File: src/rtl/bus_master_pkg.sv
// Shared definitions for the bus copy master.
//   - FSM state encodings (3-bit, legacy-compatible localparams)
//   - BE_FULL     : byte-enable pattern for full-word transfers
//   - WORD_STRIDE : byte increment between consecutive 32-bit words
//   - word_align  : clears address bits [1:0]
package bus_master_pkg;

    localparam logic [2:0] ST_IDLE    = 3'd0;
    localparam logic [2:0] ST_RD_REQ  = 3'd1;
    localparam logic [2:0] ST_RD_WAIT = 3'd2;
    localparam logic [2:0] ST_WR_REQ  = 3'd3;
    localparam logic [2:0] ST_FIN     = 3'd4;

    localparam logic [3:0]  BE_FULL     = 4'hf;
    localparam logic [31:0] WORD_STRIDE = 32'd4;

    // Byte addresses are treated as word addresses; the low two bits are dropped.
    function automatic logic [31:0] word_align(input logic [31:0] addr);
        return addr & ~32'h3;
    endfunction

endpackage

File: src/rtl/bus_copy_master_if.sv
// Initiator-side bus between the copy master and a memory/responder.
//   bus_req_o    : request valid (master -> slave)
//   bus_we_o     : 1 = write, 0 = read
//   bus_addr_bo  : word-aligned byte address
//   bus_be_bo    : byte enables
//   bus_wdata_bo : write data
//   bus_ack_i    : request accepted (slave -> master)
//   bus_resp_i   : read data valid
//   bus_rdata_bi : read data
//
// Handshake: a request transfers in the cycle where bus_req_o and bus_ack_i are
// both high. While bus_req_o=1 and bus_ack_i=0 the master holds bus_we_o,
// bus_addr_bo and bus_wdata_bo constant and never drops bus_req_o. A read
// returns exactly one bus_resp_i pulse, some cycles after its acknowledge,
// carrying bus_rdata_bi; only one read is outstanding at any time.
interface bus_copy_master_if;

    logic        bus_req_o;
    logic        bus_we_o;
    logic [31:0] bus_addr_bo;
    logic [3:0]  bus_be_bo;
    logic [31:0] bus_wdata_bo;
    logic        bus_ack_i;
    logic        bus_resp_i;
    logic [31:0] bus_rdata_bi;

    modport master (
        output bus_req_o, bus_we_o, bus_addr_bo, bus_be_bo, bus_wdata_bo,
        input  bus_ack_i, bus_resp_i, bus_rdata_bi
    );

    modport slave (
        input  bus_req_o, bus_we_o, bus_addr_bo, bus_be_bo, bus_wdata_bo,
        output bus_ack_i, bus_resp_i, bus_rdata_bi
    );

endinterface

File: src/rtl/bus_copy_master.sv
// Word-by-word memory copy engine: reads a word from src, writes it to dst,
// advances both pointers, repeats len times.
// Ports:
//   clk_i, rst_i          : clock, asynchronous active-low reset
//   start_i               : start request (sampled in IDLE only)
//   src_bi, dst_bi        : source / destination byte address (bits [1:0] ignored)
//   len_bi                : number of 32-bit words to copy
//   abort_i               : stop after the word in progress
//   busy_o                : high whenever not IDLE
//   done_o                : one-cycle completion pulse
//   err_o                 : sticky read-response timeout flag
//   cnt_bo                : words fully written since last accepted start
//   state_o               : current FSM state (debug)
//   bus                   : initiator bus (bus_copy_master_if.master)
// Parameters:
//   LEN_W        : width of len_bi / cnt_bo
//   RESP_TIMEOUT : RD_WAIT watchdog in cycles, 0 disables it
module bus_copy_master
    import bus_master_pkg::*;
#(
    parameter int LEN_W        = 16,
    parameter int RESP_TIMEOUT = 0
) (
    input  logic               clk_i,
    input  logic               rst_i,
    input  logic               start_i,
    input  logic [31:0]        src_bi,
    input  logic [31:0]        dst_bi,
    input  logic [LEN_W-1:0]   len_bi,
    input  logic               abort_i,
    output logic               busy_o,
    output logic               done_o,
    output logic               err_o,
    output logic [LEN_W-1:0]   cnt_bo,
    output logic [2:0]         state_o,
    bus_copy_master_if.master  bus
);

    localparam int TMO_W = (RESP_TIMEOUT > 1) ? $clog2(RESP_TIMEOUT) : 1;
    localparam logic [TMO_W-1:0] TMO_LAST =
        TMO_W'((RESP_TIMEOUT > 0) ? RESP_TIMEOUT - 1 : 0);
    localparam logic [TMO_W-1:0] TMO_ONE = 1;
    localparam logic [LEN_W-1:0] CNT_ONE = 1;

    logic [2:0]       state_q, state_d;
    logic [31:0]      src_q, dst_q, buf_q;
    logic [LEN_W-1:0] len_q, cnt_q, cnt_next;
    logic             err_q, abort_q;
    logic [TMO_W-1:0] tmo_q;
    logic             tmo_hit, last_word, stop_now;

    assign cnt_next  = cnt_q + CNT_ONE;
    assign last_word = (cnt_next == len_q);
    // An abort raised in the same cycle as the write acknowledge still counts.
    assign stop_now  = last_word || abort_q || abort_i;
    // tmo_q counts RD_WAIT cycles from 0, so hitting TMO_LAST without a
    // response means RD_WAIT has lasted RESP_TIMEOUT cycles.
    assign tmo_hit   = (RESP_TIMEOUT != 0) && (state_q == ST_RD_WAIT) &&
                       !bus.bus_resp_i && (tmo_q == TMO_LAST);

    always_comb begin
        state_d = state_q;
        case (state_q)
            ST_IDLE: begin
                if (start_i) state_d = (len_bi == '0) ? ST_FIN : ST_RD_REQ;
            end
            ST_RD_REQ: begin
                if (bus.bus_ack_i) state_d = ST_RD_WAIT;
            end
            ST_RD_WAIT: begin
                if (bus.bus_resp_i)  state_d = ST_WR_REQ;
                else if (tmo_hit)    state_d = ST_FIN;
            end
            ST_WR_REQ: begin
                if (bus.bus_ack_i) state_d = stop_now ? ST_FIN : ST_RD_REQ;
            end
            ST_FIN: begin
                state_d = ST_IDLE;
            end
            default: begin
                state_d = ST_IDLE;
            end
        endcase
    end

    always_ff @(posedge clk_i or negedge rst_i) begin
        if (!rst_i) begin
            state_q <= ST_IDLE;
            src_q   <= '0;
            dst_q   <= '0;
            buf_q   <= '0;
            len_q   <= '0;
            cnt_q   <= '0;
            err_q   <= 1'b0;
            abort_q <= 1'b0;
            tmo_q   <= '0;
        end else begin
            state_q <= state_d;
            case (state_q)
                ST_IDLE: begin
                    if (start_i) begin
                        src_q <= word_align(src_bi);
                        dst_q <= word_align(dst_bi);
                        len_q <= len_bi;
                        cnt_q <= '0;
                        err_q <= 1'b0;
                    end
                end
                ST_RD_REQ: begin
                    tmo_q <= '0;
                end
                ST_RD_WAIT: begin
                    if (bus.bus_resp_i) begin
                        buf_q <= bus.bus_rdata_bi;
                    end else begin
                        tmo_q <= tmo_q + TMO_ONE;
                        if (tmo_hit) err_q <= 1'b1;
                    end
                end
                ST_WR_REQ: begin
                    if (bus.bus_ack_i) begin
                        cnt_q <= cnt_next;
                        src_q <= src_q + WORD_STRIDE;
                        dst_q <= dst_q + WORD_STRIDE;
                    end
                end
                default: ;
            endcase
            // FIN always leads to IDLE, so clearing here clears on IDLE entry.
            if (state_q == ST_FIN)
                abort_q <= 1'b0;
            else if (state_q != ST_IDLE && abort_i)
                abort_q <= 1'b1;
        end
    end

    // Bus outputs depend on registered state only; fields change only on
    // acknowledge, so they stay stable while a request is waiting.
    assign bus.bus_req_o    = (state_q == ST_RD_REQ) || (state_q == ST_WR_REQ);
    assign bus.bus_we_o     = (state_q == ST_WR_REQ);
    assign bus.bus_addr_bo  = (state_q == ST_RD_REQ) ? src_q :
                              (state_q == ST_WR_REQ) ? dst_q : 32'h0;
    assign bus.bus_wdata_bo = (state_q == ST_WR_REQ) ? buf_q : 32'h0;
    assign bus.bus_be_bo    = BE_FULL;

    assign busy_o  = (state_q != ST_IDLE);
    assign done_o  = (state_q == ST_FIN);
    assign err_o   = err_q;
    assign cnt_bo  = cnt_q;
    assign state_o = state_q;

endmodule

File: src/flat_wrapper.sv
// flat-port wrapper written by rule: the top's interface ports become plain ports
module bus_copy_master_flat import bus_master_pkg::*;
#(
    parameter int LEN_W        = 16,
    parameter int RESP_TIMEOUT = 0
)
  (clk_i, rst_i, start_i, src_bi, dst_bi, len_bi, abort_i, busy_o, done_o, err_o, cnt_bo, state_o, bus_bus_req_o, bus_bus_we_o, bus_bus_addr_bo, bus_bus_be_bo, bus_bus_wdata_bo, bus_bus_ack_i, bus_bus_resp_i, bus_bus_rdata_bi);
  bus_copy_master_if bus_i ();
  input  logic clk_i;
  input  logic rst_i;
  input  logic start_i;
  input  logic [31:0] src_bi;
  input  logic [31:0] dst_bi;
  input  logic [LEN_W-1:0] len_bi;
  input  logic abort_i;
  output logic busy_o;
  output logic done_o;
  output logic err_o;
  output logic [LEN_W-1:0] cnt_bo;
  output logic [2:0] state_o;
  output wire logic [$bits(bus_i.bus_req_o)-1:0] bus_bus_req_o;
  output wire logic [$bits(bus_i.bus_we_o)-1:0] bus_bus_we_o;
  output wire logic [$bits(bus_i.bus_addr_bo)-1:0] bus_bus_addr_bo;
  output wire logic [$bits(bus_i.bus_be_bo)-1:0] bus_bus_be_bo;
  output wire logic [$bits(bus_i.bus_wdata_bo)-1:0] bus_bus_wdata_bo;
  input wire logic [$bits(bus_i.bus_ack_i)-1:0] bus_bus_ack_i;
  input wire logic [$bits(bus_i.bus_resp_i)-1:0] bus_bus_resp_i;
  input wire logic [$bits(bus_i.bus_rdata_bi)-1:0] bus_bus_rdata_bi;
  assign bus_bus_req_o = bus_i.bus_req_o;
  assign bus_bus_we_o = bus_i.bus_we_o;
  assign bus_bus_addr_bo = bus_i.bus_addr_bo;
  assign bus_bus_be_bo = bus_i.bus_be_bo;
  assign bus_bus_wdata_bo = bus_i.bus_wdata_bo;
  assign bus_i.bus_ack_i = bus_bus_ack_i;
  assign bus_i.bus_resp_i = bus_bus_resp_i;
  assign bus_i.bus_rdata_bi = bus_bus_rdata_bi;
  bus_copy_master #(.LEN_W(LEN_W), .RESP_TIMEOUT(RESP_TIMEOUT)) u_core (.clk_i(clk_i), .rst_i(rst_i), .start_i(start_i), .src_bi(src_bi), .dst_bi(dst_bi), .len_bi(len_bi), .abort_i(abort_i), .busy_o(busy_o), .done_o(done_o), .err_o(err_o), .cnt_bo(cnt_bo), .state_o(state_o), .bus(bus_i));
endmodule
File: config.mk
export PLATFORM = sky130hd
export DESIGN_NAME = bus_copy_master_flat
export DESIGN_NICKNAME = d
export VERILOG_FILES = /design/src/rtl/bus_master_pkg.sv /design/src/rtl/bus_copy_master_if.sv /design/src/rtl/bus_copy_master.sv /design/src/flat_wrapper.sv
export SDC_FILE = /design/constraint.sdc
export NUM_CORES = 1
export LEC_CHECK = 0
export CAP_MARGIN = 10
export CORE_UTILIZATION = 24
export CTS_CLUSTER_DIAMETER = 150
export DETAILED_ROUTE_END_ITERATION = 7
export DONT_BUFFER_PORTS = 1
export GPL_TIMING_DRIVEN = 0
export MAX_ROUTING_LAYER = met4
export PLACE_DENSITY_LB_ADDON = 0.1
export SYNTH_ARGS = -nofsm -noshare
export SYNTH_HDL_FRONTEND = slang
export SYNTH_SLANG_ARGS = --single-unit
File: constraint.sdc
create_clock -name clk_i -period 2.7 [get_ports clk_i]
set_clock_uncertainty 0.2 [all_clocks]
set_input_delay 0.54 -clock clk_i [delete_from_list [all_inputs] [get_ports clk_i]]
set_output_delay 0.54 -clock clk_i [all_outputs]
set_load 0.05 [all_outputs]
==> impl_metrics.ini <==
[run_status]
outcome = finished with violations
violations = DRC, hold timing, setup timing

[final_layout]
final_util_pct = 32.72
area_growth_pct = 33.07
n_fill_cell = 3247
final_area_mm2 = 0.01011
nNetsFinal = 1090
drive_gt1_share_pct = 29.12
multi_input_area_mm2 = 0.004785
ff_latch_area_mm2 = 0.003234

[global_routing]
antenna_found_initial = 2
grtUsageTotal_pct = 20.65
grt-ovfl-total = 0
grt_pass1_wl_mm = 48.24
grt_pass1_vias = 7302
grt_max_degree = 129

[yosys]
synth_cells = 908
yosys-top-cells-count = nand2_1 (144), dfrtp_1 (128), a21oi_1 (87)
synth-seq-cells = 128
yosysMostFrequentCell = nand2_1
async_reset_ff_share_pct = 100.0
ys_warn_count = 0
syn_avg_cell_area_um2 = 8.371
ys_types = 58
yosysTopAreaCell = dfrtp_1
synth-main-ff-cell = dfrtp_1
synth_area_mm2 = 0.007601
synth_edf_count = 0
synth_area_leaders = dfrtp_1 (42%), nand2_1 (7.1%), a21oi_1 (5.7%), mux2i_1 (5.0%), mux2_2 (4.7%)
yosysSeqAreaShare_pct = 42.14
synth_top_area_share_pct = 42.14

[floorplan]
die_y_um = 180.0
io_pins = 210
dieArea_mm2 = 0.03239
fp.dieW_um = 180.0
fp-row-count = 64
core_region_area_mm2 = 0.03091
initial_core_util_pct = 24.59

[clock_network]
cts_buffers = 17
cts.htree.levels = 4
cts_sinks = 128
postCtsHoldBufs = 10
cts_root_buf = clkbuf_16
clk_pin_slew_ns = 0.07
clk_latency_ns = 0.44
cts_tree = yes
clk_path_buf_depth = 2

[detailed_routing]
drtIter0Drc = 555
via_per_inst = 5.241
vias = 7232
ant_nets = 0
drt-wirelength-per-cell_um = 23.10
dr.pass1.iters = 8
drcViolationCount = 12
routed_wl_mm = 31.88

[placement]
gp_congestion = 0.8279
dpl_cell_area_mm2 = 0.008304
io_buffers = 0
hpwl_mm = 22.46

[power_and_ir_drop]
leakage_nw = 3.969
ir_worst_vdd_mv = 0.7006
power_density_mw_per_mm2 = 1437

[timing]
fin_crit_ns = 2.757
hold_slack_ns = -0.4060
tightest_slew_ns = 0.8611
slew_viol_final = 0
fmax_mhz = 362.7
period_share_pct = 102.1
finalHoldViolations = 128
fin_ws_ns = -0.05704
slew_headroom_pct = 42.59
rsz0062_at_grt = true
setup_viol = 19

[setup_path]
crit_fanout = 5
crit_chain = buf_8 -> clkbuf_16 -> clkbuf_16 -> mux2i_4 -> nor2_4
slowest_delay_ns = 0.54
start_kind = register
arrival_ns = 2.02
cp_slowest_cell = dfrtp_2
critPathBufInv = 3
path_depth = 5
crit_top_cell = clkbuf_16
critPathKind = register to primary output
r2r_cells = 8
critPathCaptureType = primary output
required_ns = 1.96
cp_top_family = flip-flops

[flow_run]
cap_violations = 0

[hold_path]
hold_path.class = primary input to async pin
-- power by group --
group          leakage [nW]  internal, mW  switching (mW)
clock network         0.284          1.38            1.03
registers              1.51          2.79            1.10
logic                  2.18          2.91            5.33
total                  3.97          7.08            7.46
-- through the flow --
step / setup TNS (ns) / power, mW / cells / hold slack (ns) / setup slack, ns
finish: -0.4831 / 14.53 / 1380 / -0.4060 / -0.05704
global placement: -144.56 / 10.58 / 1309 / 0.05005 / -1.237
detailed placement: -143.50 / 10.60 / 1309 / 0.05054 / -1.211
CTS: -2.862 / 14.35 / 1370 / -0.4220 / -0.1202
global route: -1.524 / 15.41 / 1380 / -0.4233 / -0.08920
floorplan: -0.1053 / 8.789 / 913 / 0.04441 / -0.1053
-- worst reg2reg max path: stages (launching register included) --
cell and delay, ns:
dfrtp_4 0.60, ha_4 0.24, and3_4 0.19, and3_4 0.19
xnor2_1 0.14, a221o_1 0.36, nor4_2 0.14, nand4_1 0.19
a221o_1 0.33
-- cell usage in the layout, fill, tap and decap left out, drive strengths merged, types with 3 or more instances in the layout --
master	netlist	routed
a21oi	87	87
a22o	5	5
a31oi	5	5
a32oi	7	7
a41o	3	3
and3	46	46
and4	3	3
buf	19	48
clkbuf	48	63
clkinv	0	6
conb	2	7
dfrtp	128	128
dlygate4sd3	0	10
ha	3	3
inv	21	25
mux2	32	32
mux2i	38	38
nand2	144	144
nand3	34	34
nand4	14	14
nor2	85	85
nor3	18	18
nor3b	3	3
nor4	8	8
o21ai	64	64
o22ai	21	21
o31ai	8	8
or3	7	7
xnor2	16	16
xor2	6	6
-- sequential cells by signal (all words and copies together), names as in the netlist --
name / count
u_core.buf_q: 32
u_core.dst_q: 30
u_core.src_q: 30
u_core.cnt_bo: 16
u_core.len_q: 16
u_core.state_o: 3
u_core.abort_q: 1
-- area by class of cell --
cell class | instances | area share, %
antenna | 2 | 0.04948
sequential | 128 | 31.98
timing repair buffer | 39 | 3.996
tap | 396 | 4.899
buffer | 65 | 5.047
clock inverter | 14 | 1.559
inverter | 21 | 0.9278
clock buffer | 18 | 4.243
multi-input combinational | 697 | 47.30
-- cells by family after synthesis --
family | Yosys count | share of synthesized area, %
AOI/OAI and AO/OA | 223 | 17.28
xor gates and xnor gates | 22 | 2.535
adders and majority gates | 4 | 0.6256
buffers and inverters | 88 | 4.889
DFF | 128 | 42.14
muxes | 70 | 9.745
other | 2 | 0.09880
and+or+nand+nor | 371 | 22.68
-- worst paths after layout --
path | startpoint | end | slack (ns)
max reg2reg | u_core.cnt_bo[0] | u_core.state_o[0] | 0.01
min | rst_i | u_core.src_q[3] | -0.41
min reg2reg | u_core.buf_q[0] | u_core.buf_q[0] | 0.30
min in group clk_i | len_bi[13] | u_core.len_q[13] | 0.02
max | u_core.state_o[1] | bus_bus_addr_bo[23] | -0.06
max in group asynchronous | rst_i | u_core.cnt_bo[6] | 2.41
-- repair_timing --
action	CTS	global route
setup endpoints to repair	191	144
buffers inserted	15	10
endpoints found under the hold margin	138	128
pin swaps	31	28
cloned	4	0
resized for setup	209	55
-- per-layer routing --
metal,track usage [%],up-vias,part of all wire (%)
met2,32.23,231,47
met4,5.483,0,1.6
met5,-,-,0
met3,5.227,34,7.1
li1,-,3365,-
met1,26.44,3602,44
No activity file was read; power rests on OpenSTA's default activity.
